### config.mk
export PLATFORM = sky130hd
export DESIGN_NAME = ahb_arbiter_rr
export DESIGN_NICKNAME = d
export VERILOG_FILES = /design/src/rtl/ahb_arbiter_rr.sv
export SDC_FILE = /design/constraint.sdc
export NUM_CORES = 1
export LEC_CHECK = 0
export ABC_AREA = 1
export ABC_CLOCK_PERIOD_IN_PS = 10200
export BUFFER_PORTS_ARGS = -buffer_cell sky130_fd_sc_hd__clkbuf_2
export CAP_MARGIN = 20
export CORE_MARGIN = 2
export CORE_UTILIZATION = 50
export CTS_BUF_LIST = sky130_fd_sc_hd__clkbuf_8
export CTS_CLUSTER_SIZE = 40
export DETAILED_ROUTE_END_ITERATION = 7
export GPL_ROUTABILITY_DRIVEN = 0
export PLACE_DENSITY = 0.83
export SKIP_LAST_GASP = 1
export SYNTH_ARGS = -nofsm -noshare
export SYNTH_HDL_FRONTEND = slang
export SYNTH_SLANG_ARGS = --single-unit
### constraint.sdc
create_clock -name HCLK -period 10.2 [get_ports HCLK]
set_input_delay 1.53 -clock HCLK [delete_from_list [all_inputs] [get_ports HCLK]]
set_output_delay 1.53 -clock HCLK [all_outputs]
set_load 0.005 [all_outputs]
### src/rtl/ahb_arbiter_rr.sv
// AHB bus arbiter for NUM_MASTERS masters: fixed-priority or round-robin selection,
// locked-transfer hold, SPLIT masking and a hold-limit counter that forces handover.
module ahb_arbiter_rr #(
    parameter int NUM_MASTERS    = 16,
    parameter int MASTER_W       = (NUM_MASTERS > 1) ? $clog2(NUM_MASTERS) : 1,
    parameter int ARB_MODE       = 1,
    parameter int DEFAULT_MASTER = 0,
    parameter int MAX_HOLD       = 8
) (
    input  logic                   HCLK,
    input  logic                   HRESET,
    input  logic [NUM_MASTERS-1:0] HBUSREQx,
    input  logic [NUM_MASTERS-1:0] HLOCKx,
    input  logic [NUM_MASTERS-1:0] HSPLIT,
    input  logic [1:0]             HRESP,
    input  logic                   HREADY,
    output logic [NUM_MASTERS-1:0] HGRANTx,
    output logic [MASTER_W-1:0]    HMASTER,
    output logic                   HMASTLOCK,
    output logic [NUM_MASTERS-1:0] SPLITMASK
);

    localparam int CNT_W = (MAX_HOLD > 0) ? $clog2(MAX_HOLD + 1) : 1;
    localparam logic [NUM_MASTERS-1:0] DEFAULT_OH = NUM_MASTERS'(1) << DEFAULT_MASTER;
    localparam logic [CNT_W-1:0] HOLD_LIMIT = CNT_W'(MAX_HOLD);

    logic [CNT_W-1:0]       hold_cnt;
    logic [CNT_W-1:0]       cnt_inc;
    logic [CNT_W-1:0]       cnt_next;
    logic [MASTER_W-1:0]    ptr;
    logic [MASTER_W-1:0]    ptr_next;
    logic [MASTER_W-1:0]    owner;
    logic [NUM_MASTERS-1:0] split_set;
    logic [NUM_MASTERS-1:0] mask_next;
    logic [NUM_MASTERS-1:0] eligible;
    logic [NUM_MASTERS-1:0] candidates;
    logic [NUM_MASTERS-1:0] grant_next;
    logic [NUM_MASTERS-1:0] win_oh;
    logic [MASTER_W-1:0]    fp_idx;
    logic [MASTER_W-1:0]    rr_idx;
    logic [MASTER_W-1:0]    rr_probe;
    logic [MASTER_W-1:0]    win_idx;
    logic                   rr_found;
    logic                   hold_expired;
    logic                   others_waiting;

    always_comb begin
        owner = '0;
        for (int i = 0; i < NUM_MASTERS; i++) begin
            if (HGRANTx[i]) begin
                owner = MASTER_W'(i);
            end
        end
    end

    // A SPLIT response masks the address-phase owner; a resume for the same bit wins.
    always_comb begin
        split_set = '0;
        if (HREADY && (HRESP == 2'b11)) begin
            split_set[HMASTER] = 1'b1;
        end
    end

    assign mask_next      = (SPLITMASK | split_set) & ~HSPLIT;
    assign eligible       = HBUSREQx & ~mask_next;
    assign candidates     = eligible & ~HGRANTx;
    assign others_waiting = |candidates;
    assign hold_expired   = (MAX_HOLD != 0) && (hold_cnt >= HOLD_LIMIT);
    assign cnt_inc        = (hold_cnt >= HOLD_LIMIT) ? hold_cnt : hold_cnt + CNT_W'(1);

    always_comb begin
        fp_idx = '0;
        for (int i = NUM_MASTERS - 1; i >= 0; i--) begin
            if (candidates[i]) begin
                fp_idx = MASTER_W'(i);
            end
        end
    end

    // Round-robin search starts just after the last winner and wraps once around.
    always_comb begin
        rr_idx   = '0;
        rr_found = 1'b0;
        rr_probe = '0;
        for (int k = 1; k <= NUM_MASTERS; k++) begin
            rr_probe = MASTER_W'((int'(ptr) + k) % NUM_MASTERS);
            if (!rr_found && candidates[rr_probe]) begin
                rr_found = 1'b1;
                rr_idx   = rr_probe;
            end
        end
    end

    always_comb begin
        win_idx         = (ARB_MODE == 1) ? rr_idx : fp_idx;
        win_oh          = '0;
        win_oh[win_idx] = 1'b1;
    end

    always_comb begin
        grant_next = HGRANTx;
        cnt_next   = hold_cnt;
        ptr_next   = ptr;
        if (HLOCKx[owner]) begin
            grant_next = HGRANTx;
        end else if (eligible[owner] && (!hold_expired || !others_waiting)) begin
            cnt_next = cnt_inc;
        end else if (others_waiting) begin
            grant_next = win_oh;
            cnt_next   = '0;
            if (ARB_MODE == 1) begin
                ptr_next = win_idx;
            end
        end else begin
            grant_next = DEFAULT_OH;
            cnt_next   = (HGRANTx == DEFAULT_OH) ? cnt_inc : '0;
        end
    end

    always_ff @(posedge HCLK or posedge HRESET) begin
        if (HRESET) begin
            HGRANTx   <= DEFAULT_OH;
            HMASTER   <= MASTER_W'(DEFAULT_MASTER);
            HMASTLOCK <= 1'b0;
            SPLITMASK <= '0;
            hold_cnt  <= '0;
            ptr       <= MASTER_W'(DEFAULT_MASTER);
        end else begin
            SPLITMASK <= mask_next;
            if (HREADY) begin
                HGRANTx   <= grant_next;
                HMASTER   <= owner;
                HMASTLOCK <= HLOCKx[owner];
                hold_cnt  <= cnt_next;
                ptr       <= ptr_next;
            end
        end
    end

    grant_onehot: assert property (@(posedge HCLK) disable iff (HRESET) $onehot(HGRANTx));

endmodule

==> results.toml, run 1 <==
[timing]
hold_viol_final = 0
fin_crit_ns = 4.99
timing.final.max_slew_violations = 0
setup_tns_ns = 0
finalCritPeriodShare_pct = 48.9
fmax_ghz = 0.200
rsz0062_at_grt = "false"
slew_headroom_pct = 38.8
fin_worst_skew_ns = 0.00709
tightestPinTransition_ns = 0.916
finalSetupViolCount = 0

[critical_path]
crit_type = "flop to flop"
r2r-start = "ptr[0]"
worstSetupEndpointType = "flop"
cp_data_required_time_ns = 10.42
timing.critical_path.arrival_ns = 5.21
critPathLaunch = "ptr[0]"
worst-path-max-fanout = 25
worst_setup_sp_type = "flop"

[floorplanning]
die-width_um = 102
rows = 35
num_io_pins = 90
initial_utilization_pct = 51.4
full_die_area_um2 = 10300
die_h_um = 102
core-area_um2 = 9240

[route]
drt_pre_antenna_iters = 6
route.detailed.vias_per_inst = 5.74
vias_after_detailed_routing = 5581
first_iter_violations = 747
drt_drc_violations_left = 0
route.antenna.remaining_nets = 0
routed_wire_length_mm = 14.7
routed_length_per_instance_um = 15.1

[global_route]
vias_in_the_first_global_route = 5004
maximum_number_of_pins_on_one_net_before_global_route_repair = 46
grtUsageTotal_pct = 29.2
grt_antenna_before_repair = 0
grt_pass1_wl_mm = 24.0
grt.overflow.total = 0

[clocking]
ctsHoldBuffers = 0
clkLatencyLatePin_ns = 0.30
clock_transition_at_the_registers_of_the_reported_paths_ns = 0.08
cts_made_buffers = 5
clock-root-buffer = "clkbuf_8"
clockBufferDepth = 2
ctsResizeCount = 0
postCtsSetupRepairBufs = 0
cts_sinks = 45
cts_htree_levels = 2
clock_tree_from_tritoncts = "done"

[synthesis]
synth-warning-count = 0
synth_flop_cell = "dfrtp_1"
synth.distinct_cells = 45
ffs_w_async_s_r_synth_pct = 100
post_synth_edffs = 0
synth_seq_area_share_pct = 23.7
synth_fp_nets = 822
syn-cell-area_um2 = 4750
ys_ff_latch = 45
netlist_instances = 760
post_synth.cell_area_avg_um2 = 6.25

[worst_hold_path]
hold_path_class = "flop to flop"
launch_point_of_the_worst_hold_path = "HGRANTx[0]"

[finish]
final-seq-area_um2 = 1130
design.final.nets = 904
multi_input_comb_area_um2 = 3030
antenna_cells = 0
area_growth_pct = 13.1
layout-drive-gt1-share_pct = 18.7
utilization_pct = 58.2
fill_cells = 883

[place]
place.detailed.hpwl_mm = 11.7
place.port_buffers = 89

[job]
maxCapViolations = 0

[status]
outcome = "finished, final reports clean"
## registers in the layout, indices dropped and copies added (netlist names)
| name | count |
|---|---|
| HGRANTx | 16 |
| HMASTER | 4 |
| HMASTLOCK | 1 |
| SPLITMASK | 16 |
| ptr | 4 |
| hold_cnt | 4 |
## area by class of cell
class                           count  share of cell area [%]
Sequential cell                    45                    21.0
Timing Repair Buffer               90                    8.43
Tap cell                          129                    3.00
Clock inverter                      3                   0.861
Clock buffer                        5                    1.28
Inverter                          130                    9.17
Multi-Input combinational cell    570                    56.3
## worst paths after layout
check / endpoint / slack, ns / depth (start not counted)
hold reg to reg: HGRANTx[0] / 0.52 / 2
hold / removal: HGRANTx[0] / 0.52 / 2
setup reg to reg: HGRANTx[3] / 5.21 / 23
max in group asynchronous: SPLITMASK[0] / 8.22 / 2
min in group asynchronous: hold_cnt[1] / 1.40 / 2
setup / recovery: HGRANTx[3] / 5.21 / 23
## logic make-up after synthesis
group	Yosys count	synth area share, %
buffers and inverters	145	12.6
flip-flops	45	23.7
AND/OR/NAND/NOR	476	50.8
AO/OA/AOI/OAI	80	9.58
XOR/XNOR	5	0.921
adder cells (fa/ha/maj)	9	2.37
## Yosys cell counts, types with 7 or more instances
master	instances	area share [%]
o21ai_0	26	2.7
a21oi_1	12	1.3
nand4_2	12	3.2
nor3_1	7	0.74
nand2_1	163	13
dfrtp_1	44	23
o21ai_1	20	2.1
nand3_2	9	1.9
nor2_2	8	1.1
ha_1	9	2.4
nand2_2	12	1.6
nand3_1	142	15
inv_1	121	9.6
nand4_1	43	5.7
nor2_1	63	5.0
## worst max-delay path: stages, from the launching register on
cell and delay (ns):
dfrtp_1 0.94, inv_1 0.58, ha_1 0.38, xnor2_1 0.61, inv_1 0.25, nand3_1 0.18, nand3_1 0.10, nand2_2 0.16
inv_1 0.10, nor2_2 0.13, nand4_1 0.10, nor2_2 0.19, nand4_1 0.19, nor2_2 0.17, nand4_1 0.11, nand2_1 0.11
inv_1 0.04, nand2_1 0.06, nand2_2 0.06, nand2_4 0.09, nand2_8 0.07, nor2_4 0.12, nand2_1 0.07, o21ai_1 0.09
## through the flow
stage / area (µm²) / hold slack [ns] / setup WS (ns) / std cells
after floorplan: 4750 / 0.472 / 6.08 / 760
after global placement: 5260 / 0.487 / 5.41 / 964
after detailed placement: 5260 / 0.501 / 5.34 / 964
after CTS: 5380 / 0.513 / 5.34 / 972
after global routing: 5380 / 0.565 / 4.83 / 972
final: 5380 / 0.522 / 5.21 / 972
## metal layers
metal | global-route usage (%) | vias up | routed length [µm]
met3 | 4.49 | 51 | 1490
met2 | 46.7 | 337 | 6530
li1 | - | 2703 | -
met1 | 40.7 | 2490 | 6210
met5 | 0 | - | 0
met4 | 9.15 | 0 | 412
## cells in the final DEF (no fill, tap or decap), drive strengths merged, types with 5 or more instances in the layout
master    n
o21ai    46
nand2   178
nand3   151
inv     126
a31oi     5
ha        9
nand4    56
dfrtp    44
clkinv    5
nor2     77
nor3      7
clkbuf   94
a21oi    14
Power of run 1 is left out: the tool's default activity adds up to more than one toggle a clock period on the data nets, which glitch-free logic cannot reach.
==> run 2, diff against run 1 <==
Settings changed: ABC_AREA 1 to 0, ABC_CLOCK_PERIOD_IN_PS 10200 to 4600, PLACE_DENSITY 0.83 to 0.82.
Clock period 10.2 ns to 4.6 ns, I/O delays scaled along.
==> results.toml, run 2 <==
[timing]
fin_crit_ns = 4.47
finalCritPeriodShare_pct = 97.2
timing.final.max_slew_violations = 0
fmax_ghz = 0.224
slew_headroom_pct = 33.0
fin_worst_skew_ns = 0.00630
finalSetupViolCount = 0
tightestPinTransition_ns = 0.998
setup_tns_ns = 0
hold_ws_ns = 0.206
hold_viol_final = 0

[synthesis]
synth_seq_area_share_pct = 19.6
synth_flop_cell = "dfrtp_1"
ffs_w_async_s_r_synth_pct = 100
synth.most_common_cell = "nor2_1"
synth_largest_area_cell = "dfrtp_1"
synth_area_leaders = "dfrtp_1, nor2_1, mux4_2"
post_synth_edffs = 0
synth-warning-count = 0
ys_ff_latch = 45
netlist_instances = 739
post_synth.cell_area_avg_um2 = 7.78
syn-cell-area_um2 = 5750
synth.top_cell.area_share_pct = 19.1
synth.distinct_cells = 91
synth_fp_nets = 801
yosys-top-cells-count = "nor2_1, nand2_1, dfrtp_1, o21ai_0"

[floorplanning]
core-area_um2 = 11300
die_h_um = 111
rows = 39
initial_utilization_pct = 50.8
num_io_pins = 90
full_die_area_um2 = 12400
die-width_um = 111

[global_route]
maximum_number_of_pins_on_one_net_before_global_route_repair = 46
vias_in_the_first_global_route = 6451
grt.overflow.total = 0
grtUsageTotal_pct = 33.7
grt_antenna_before_repair = 0
grt_pass1_wl_mm = 34.1

[place]
place.port_buffers = 89
place.detailed.hpwl_mm = 16.5
post-place-cells = 1003

[finish]
design.final.nets = 930
final-seq-area_um2 = 1130
fill_cells = 955
layout-drive-gt1-share_pct = 26.5
mostFrequentLayoutCell = "clkbuf_2"
largestRegisters = "HGRANTx (16), SPLITMASK (16)"
utilization_pct = 61.5
area_growth_pct = 21.1
filler_free_cell_count_of_the_finished_design = 1012
multi_input_comb_area_um2 = 4430
layout.cells.most_common_list = "clkbuf_2, nor2_1, buf_4"
antenna_cells = 0

[route]
routed_wire_length_mm = 21.9
first_iter_violations = 1232
detailroute.wirelength.met3_mm = 3.16
route.antenna.remaining_nets = 0
routed_length_per_instance_um = 21.6
detailroute.wirelength.met2_mm = 9.56
route.detailed.vias_per_inst = 7.17
highest-signal-layer = "met4"
drt_pre_antenna_iters = 7
vias_after_detailed_routing = 7258
drt_drc_violations_left = 0
routedLengthMet1_mm = 7.97

[critical_path]
r2r_setup_slk_ns = 0.14
r2r-start = "HMASTER[2]"
worst_setup_sp_type = "input pin"
worst-path-max-fanout = 9
timing.critical_path.arrival_ns = 4.68
crit-reg2reg-capture = "HGRANTx[10]"
cp_data_required_time_ns = 4.81
worstSetupEndpointType = "flop"
crit_type = "input pin to flop"
reg2reg_depth = 13

[worst_hold_path]
hold_path_class = "input pin to asynchronous set/reset pin"

[clocking]
clock-root-buffer = "clkbuf_8"
ctsResizeCount = 0
clockBufferDepth = 2
clock_tree_from_tritoncts = "done"
clock_transition_at_the_registers_of_the_reported_paths_ns = 0.10
cts_made_buffers = 5
cts_htree_levels = 2
cts_sinks = 45
postCtsSetupRepairBufs = 0
ctsHoldBuffers = 0
clkLatencyLatePin_ns = 0.31

[job]
maxCapViolations = 0

[status]
outcome = "finished, final reports clean"
## run 2: layer usage
metal	vias up	global-route usage (%)
met5	-	0
met4	0	12.7
met3	160	8.53
met2	631	52.3
met1	3289	45.6
li1	3178	-
## run 2: cells by family (layout without fill, tap and decap cells)
| logic type | count (synthesis) | count (layout) | synth area share [%] |
|---|---|---|---|
| adders and majority gates | 9 | 9 | 1.96 |
| DFF | 45 | 45 | 19.6 |
| xor gates and xnor gates | 17 | 17 | 2.59 |
| AOI/OAI and AO/OA | 243 | 243 | 32.3 |
| buffers and inverters | 68 | 198 | 4.55 |
| and+or+nand+nor | 322 | 322 | 30.4 |
| muxes | 35 | 35 | 8.66 |
## run 2: metrics by stage
step	setup slack (ns)	cell area [µm²]
2_1_floorplan	0.0298	5760
5_1_grt	-0.0194	6970
4_1_cts	0.112	6880
6_report	0.131	6970
3_3_place_gp	-0.00502	6760
3_5_place_dp	-0.0369	6760
## run 2: worst max path at each step
stage / startpoint / endpoint / slack, ns / cells past startpoint
after floorplan: ptr[0] / HGRANTx[0] / 0.03 / 19
after global placement: HRESP[0] / HGRANTx[10] / -0.005 / 16
after detailed placement: HREADY / HGRANTx[13] / -0.04 / 14
after CTS: ptr[1] / HGRANTx[3] / 0.11 / 14
after global routing: ptr[1] / HGRANTx[0] / -0.02 / 13
final: HRESP[0] / HGRANTx[10] / 0.13 / 15
## run 2: layout make-up
cell class / instances / area share [%]
multi-input cells: 626 / 63.6
flip-flops and latches: 45 / 16.2
repair buffers: 163 / 14.5
well taps: 143 / 2.57
inverters: 27 / 1.45
clock buffers: 5 / 0.988
clock inverters: 3 / 0.719
## run 2: worst max-delay path, cell delays in order
cell and delay, ns:
clkbuf_2 0.12, buf_4 0.15, nand3b_1 0.28, o31ai_2 0.40
nor3_1 0.14, mux4_2 0.51, mux4_2 0.50, buf_4 0.19
a2111oi_1 0.48, nand4_1 0.17, nand3_1 0.09, o211a_1 0.20
o22a_1 0.26, nand3_1 0.19, o32ai_1 0.28
Power of run 2 is left out for the same reason.
